### config.mk
export PLATFORM = sky130hd
export DESIGN_NAME = instr_fetch
export DESIGN_NICKNAME = d
export VERILOG_FILES = /design/src/rtl/instr_fetch.sv
export SDC_FILE = /design/constraint.sdc
export NUM_CORES = 1
export LEC_CHECK = 0
export ABC_CLOCK_PERIOD_IN_PS = 2900
export CORE_MARGIN = 8
export CORE_UTILIZATION = 56
export DETAILED_ROUTE_END_ITERATION = 8
export DONT_BUFFER_PORTS = 1
export HOLD_SLACK_MARGIN = 0.06
export PLACE_DENSITY = 0.7
export SLEW_MARGIN = 0
export SYNTH_ARGS = -nofsm -noshare
export SYNTH_HDL_FRONTEND = slang
export SYNTH_SLANG_ARGS = --single-unit
### constraint.sdc
create_clock -name clk -period 2.9 [get_ports clk]
set_input_delay 0.58 -clock clk [delete_from_list [all_inputs] [get_ports clk]]
set_output_delay 0.58 -clock clk [all_outputs]
set_load 0.01 [all_outputs]
### src/rtl/instr_fetch.sv
// ---------------------------------------------------------------------------------------------
// instr_fetch -- single-outstanding instruction fetch unit
//
// Issues one request at a time to instruction memory, holds the returned word (and the address
// it came from) until the decode stage consumes it, then advances by one word. A redirect
// (branch/jump taken) replaces the next fetch address from any state. Any response still in
// flight when the redirect arrives is thrown away.
//
// Optional feature, selected by the macro IFETCH_ALIGN_CHK_EN:
//   defined   - a fetch address with non-zero low bits is never issued. The unit parks in a
//               fault state with fetch_fault=1 until the next redirect.
//   undefined - there is no fault state, fetch_fault is tied low, and the low two address
//               bits are forced to zero.
//
// Parameters
//   RESET_PC     address of the first fetch after reset
//
// Ports
//   clk          clock, all state updates on the rising edge
//   reset        synchronous active-high reset
//   imem_req     fetch request to instruction memory
//   imem_addr    fetch address, valid while imem_req=1
//   imem_ready   memory accepts the request this cycle
//   imem_rvalid  read data valid
//   imem_rdata   read data word
//   instr        held instruction word for decode
//   pc           address the held instruction was fetched from
//   instr_valid  instr/pc hold a valid instruction
//   instr_ready  downstream consumes instr this cycle
//   pc_wr_en     redirect request
//   pc_next      redirect target
//   fetch_fault  misaligned fetch target detected
// ---------------------------------------------------------------------------------------------

module instr_fetch #(
  parameter logic [31:0] RESET_PC = 32'h0000_0000
) (
  input  logic        clk,
  input  logic        reset,
  output logic        imem_req,
  output logic [31:0] imem_addr,
  input  logic        imem_ready,
  input  logic        imem_rvalid,
  input  logic [31:0] imem_rdata,
  output logic [31:0] instr,
  output logic [31:0] pc,
  output logic        instr_valid,
  input  logic        instr_ready,
  input  logic        pc_wr_en,
  input  logic [31:0] pc_next,
  output logic        fetch_fault
);

`ifdef IFETCH_ALIGN_CHK_EN
  typedef enum logic [1:0] {StReq, StWait, StHold, StFault} state_e;
`else
  typedef enum logic [1:0] {StReq, StWait, StHold} state_e;
`endif

  state_e      state_q, state_d;
  logic [31:0] fetch_pc_q, fetch_pc_d;
  logic [31:0] instr_q, instr_d;
  logic [31:0] pc_q, pc_d;
  logic        instr_valid_q, instr_valid_d;
  // Set when a redirect lands while a request is in flight; the matching response is dropped.
  logic        squash_q, squash_d;
  logic [31:0] fetch_addr;

`ifdef IFETCH_ALIGN_CHK_EN
  logic fetch_fault_q, fetch_fault_d;
  logic misaligned;

  assign fetch_addr = fetch_pc_q;
  assign misaligned = |fetch_pc_q[1:0];
`else
  // Without the alignment check, memory only ever sees word addresses.
  assign fetch_addr = {fetch_pc_q[31:2], 2'b00};
`endif

  // -------------------------------------------------------------------------------------------
  // Next-state and request logic
  // -------------------------------------------------------------------------------------------
  always_comb begin
    state_d       = state_q;
    fetch_pc_d    = fetch_pc_q;
    instr_d       = instr_q;
    pc_d          = pc_q;
    instr_valid_d = instr_valid_q;
    squash_d      = squash_q;
    imem_req      = 1'b0;
`ifdef IFETCH_ALIGN_CHK_EN
    fetch_fault_d = fetch_fault_q;
`endif

    case (state_q)
      StReq: begin
        if (pc_wr_en) begin
          // A ready seen alongside a redirect is not an acceptance: no request was driven.
          fetch_pc_d = pc_next;
`ifdef IFETCH_ALIGN_CHK_EN
        end else if (misaligned) begin
          state_d       = StFault;
          fetch_fault_d = 1'b1;
`endif
        end else begin
          // Held low during reset so the first request follows reset release.
          imem_req = ~reset;
          if (imem_ready) begin
            state_d = StWait;
          end
        end
      end

      StWait: begin
        if (pc_wr_en) begin
          fetch_pc_d = pc_next;
          squash_d   = 1'b1;
        end
        if (imem_rvalid) begin
          if (squash_q || pc_wr_en) begin
            state_d  = StReq;
            squash_d = 1'b0;
          end else begin
            instr_d       = imem_rdata;
            pc_d          = fetch_addr;
            instr_valid_d = 1'b1;
            state_d       = StHold;
          end
        end
      end

      StHold: begin
        // Redirect wins over the sequential advance, even if the word is consumed this cycle.
        if (pc_wr_en) begin
          fetch_pc_d    = pc_next;
          instr_valid_d = 1'b0;
          state_d       = StReq;
        end else if (instr_ready) begin
          fetch_pc_d    = fetch_pc_q + 32'd4;
          instr_valid_d = 1'b0;
          state_d       = StReq;
        end
      end

`ifdef IFETCH_ALIGN_CHK_EN
      StFault: begin
        instr_valid_d = 1'b0;
        if (pc_wr_en) begin
          fetch_pc_d    = pc_next;
          fetch_fault_d = 1'b0;
          state_d       = StReq;
        end
      end
`endif

      default: begin
        state_d = StReq;
      end
    endcase
  end

  // -------------------------------------------------------------------------------------------
  // State registers
  // -------------------------------------------------------------------------------------------
  always_ff @(posedge clk) begin
    if (reset) begin
      state_q       <= StReq;
      fetch_pc_q    <= RESET_PC;
      instr_q       <= 32'h0;
      pc_q          <= 32'h0;
      instr_valid_q <= 1'b0;
      squash_q      <= 1'b0;
    end else begin
      state_q       <= state_d;
      fetch_pc_q    <= fetch_pc_d;
      instr_q       <= instr_d;
      pc_q          <= pc_d;
      instr_valid_q <= instr_valid_d;
      squash_q      <= squash_d;
    end
  end

`ifdef IFETCH_ALIGN_CHK_EN
  always_ff @(posedge clk) begin
    if (reset) begin
      fetch_fault_q <= 1'b0;
    end else begin
      fetch_fault_q <= fetch_fault_d;
    end
  end

  assign fetch_fault = fetch_fault_q;
`else
  assign fetch_fault = 1'b0;
`endif

  // -------------------------------------------------------------------------------------------
  // Outputs
  // -------------------------------------------------------------------------------------------
  assign imem_addr   = fetch_addr;
  assign instr       = instr_q;
  assign pc          = pc_q;
  assign instr_valid = instr_valid_q;

endmodule

==> results.ini <==
[global_route]
first_global_vias=4067
gr_usage_total_pct=23.62
overflow=0
maximum_number_of_pins_on_one_net_before_global_route_repair=94
wire_length_of_the_first_global_routing_pass_mm=21.73
grt_antenna_before_repair=0

[worst_setup_path]
critPathMaxStageDelay_ns=0.63
setup.worst_path.start_class=flop
required_ns=3.18
cpLargestDelayFamily=simple AND/OR/NAND/NOR gates
r2r_cells=5
critical_path_class=reg2reg
worstPathMaxFanout=8
reg2reg_setup_slack_ns=0.56
timing.critical_path.to_type=flop
cpMaxStageDelayCell=or4b_1
timing.critical_path.cells=ha_1, and4_1, nand4_1, or4b_1, o211ai_1
critical_path.reg2reg.endpoint=fetch_pc_q[30]
cp.buffers_inverters=0
critical_path_data_arrival_time_ns=2.63
r2r-start=fetch_pc_q[2]
critical_path.startpoint=fetch_pc_q[2]

[floorplanning]
die_x_um=105.5
die_boundary_height_um=105.5
io-pin-count=169
initial_utilization_pct=57.98
die-area_sq_mm=0.01112
core_sq_mm=0.007727
floorplan.rows=32

[final_layout]
final_cells=677
area_growth_syn_to_fin_pct=4.887
final_nets=641
mostFrequentLayoutCell=nand2_1
final_design_area_no_fill_sq_mm=0.004700
filler_cells=724
most_used_cells_in_the_layout_excluding_fill_and_tap_cells=nand2_1 (147), dfxtp_1 (96), a21oi_1 (83)
layout-drive-gt1-share_pct=6.261
postLayoutCoreUtil_pct=60.82
antenna_cells_inserted=0

[hold_path]
class_of_the_most_critical_hold_timing_path=in2reg
holdCritStartpoint=reset
min_path_cells=1
worstHoldEndpoint=instr_valid

[flow_run]
maxCapViolations=0

[timing]
unrepaired_setup_endpoints_after_global_routing=false
timing.clock.skew_ns=0.01339
timing.final.crit_period_ns=2.343
max_freq_mhz=426.8
setup_violations=0
worst_slew_pin_slew_ns=1.086
max-slew-margin-rel_pct=27.62
timing.final.crit_share_pct=80.79
hold_viol=0
final.setup.tns_ns=0
slew_violations=0

[placement]
placedInstanceArea_sq_mm=0.004513
place_inst=661
globalplace.congestion=0.9021
dp_hpwl_mm=9.464
io_buffers=0

[clocking]
root_buffer=clkbuf_8
cts_num_sinks=96
cts_tree=done
post_cts_resize_count=0
clkLatencyLatePin_ns=0.36
clk_pin_slew_worst_paths_ns=0.10
hold_buffers=0
max-clock-path-buffers=2
cts_made_buffers=9
cts_max_level=3
cts_post_setup_buffers_inserted=0

[yosys]
yosys.area.top_type_share_pct=42.89
synth_area_leader_cell=dfxtp_1
synth_sequential_area_ratio_pct=42.89
yosys_warnings=0
post_synth.cell_area_avg_sq_um=7.518
yosys-top-cells-area=dfxtp_1 (43%), nand2_1 (12%), a21oi_1 (9.3%)
post_synth_edffs=0
async_reset_ff_share_pct=0
syn-cell-area_sq_mm=0.004481
commonest_register_cell_after_synthesis=dfxtp_1
synth.distinct_cells=53
post_synth_inst_count=596
register_bit_total_from_synthesis=96

[power_and_ir_drop]
total_leakage_power_nw=1.460
peak_supply_drop_mv=0.2836
p_per_area_mw_per_mm2=513.1

[routing]
drt.antenna.violating_nets=0
vias=4349
drt-initial-drc-count=336
vias_per_cell=6.424
detailedRoute.firstPassIterationCount=5
routed_wl_mm=13.56
wl_per_cell_um=20.03
remaining_drc_errors=0

[outcome]
outcome=completed

## cells by family (layout without fill, tap and decap cells)
family	count (synthesis)	count (layout)	synth area share, %
other	1	5	0.08370
AND/OR/NAND/NOR	270	270	28.57
buffers and inverters	66	41	5.976
adder cells (fa/ha/maj)	1	1	0.2792
flip-flops	96	96	42.89
AO/OA/AOI/OAI	162	162	22.20
## metrics by stage
step | setup WS [ns] | total power [W] | hold WS (ns)
after floorplan | 0.6321 | 0.001574 | 0.4684
after global placement | 0.6574 | 0.001599 | 0.4882
after detailed placement | 0.6234 | 0.001605 | 0.4942
after CTS | 0.5965 | 0.002427 | 0.2737
after global routing | 0.3819 | 0.002511 | 0.2481
final | 0.5570 | 0.002411 | 0.2932
## Yosys cell counts (all sizes together) (4+ instances only)
library cell / number
a21boi: 6
a21oi: 83
a311oi: 5
a31oi: 14
and2: 9
and3: 4
and4: 5
buf: 8
clkbuf: 47
dfxtp: 96
inv: 10
nand2: 147
nand3: 15
nand4: 23
nor2: 19
nor3: 11
nor4: 17
o211ai: 7
o21ai: 13
o311ai: 5
or4: 5
## worst reg2reg max path, cell delays in order, from the launching register on
cell and delay, ns:
dfxtp_1 0.55, ha_1 0.28, and4_1 0.33, nand4_1 0.38
or4b_1 0.63, o211ai_1 0.10
## layer usage
layer  vias to the layer above  global-route usage (%)  routed length (um)  part of all wire (%)
met4                         0                   6.014                 109                  0.80
met5                         -                       0                   0                     0
met1                      2024                   28.67                5494                    41
met3                        11                   10.29                1643                    12
met2                       223                   37.41                6310                    47
li1                       2091                       -                   -                     -
## cell type report
cell class | count | area [sq um] | area share [%]
Inverter | 11 | 41.29 | 0.8786
Clock inverter | 7 | 62.56 | 1.331
Clock buffer | 9 | 123.9 | 2.636
Sequential cell | 96 | 1922 | 40.89
Timing Repair Buffer | 14 | 105.1 | 2.236
Tap cell | 102 | 127.6 | 2.716
Multi-Input combinational cell | 438 | 2317 | 49.31
## how the worst max path moves through the flow
stage | to | depth (start not counted)
after global placement | fetch_pc_q[30] | 5
after global routing | fetch_pc_q[30] | 5
after detailed placement | fetch_pc_q[30] | 5
after floorplan | fetch_pc_q[26] | 6
after CTS | fetch_pc_q[30] | 5
final | fetch_pc_q[30] | 5
## report_power, final
group | switching [W] | leakage [nW] | internal (W)
Combinational | 0.0000879 | 0.582 | 0.0000561
Clock | 0.000504 | 0.0976 | 0.000330
Sequential | 0.0000784 | 0.780 | 0.00135
Total | 0.000670 | 1.46 | 0.00174
## state kept, by name (all words and copies together), names as in the netlist
| signal | cells |
|---|---|
| fetch_pc_q | 30 |
| instr | 32 |
| instr_valid | 1 |
| pc | 30 |
| squash_q | 1 |
| state_q | 2 |
Note: power is estimated with default switching activity, not from simulation.
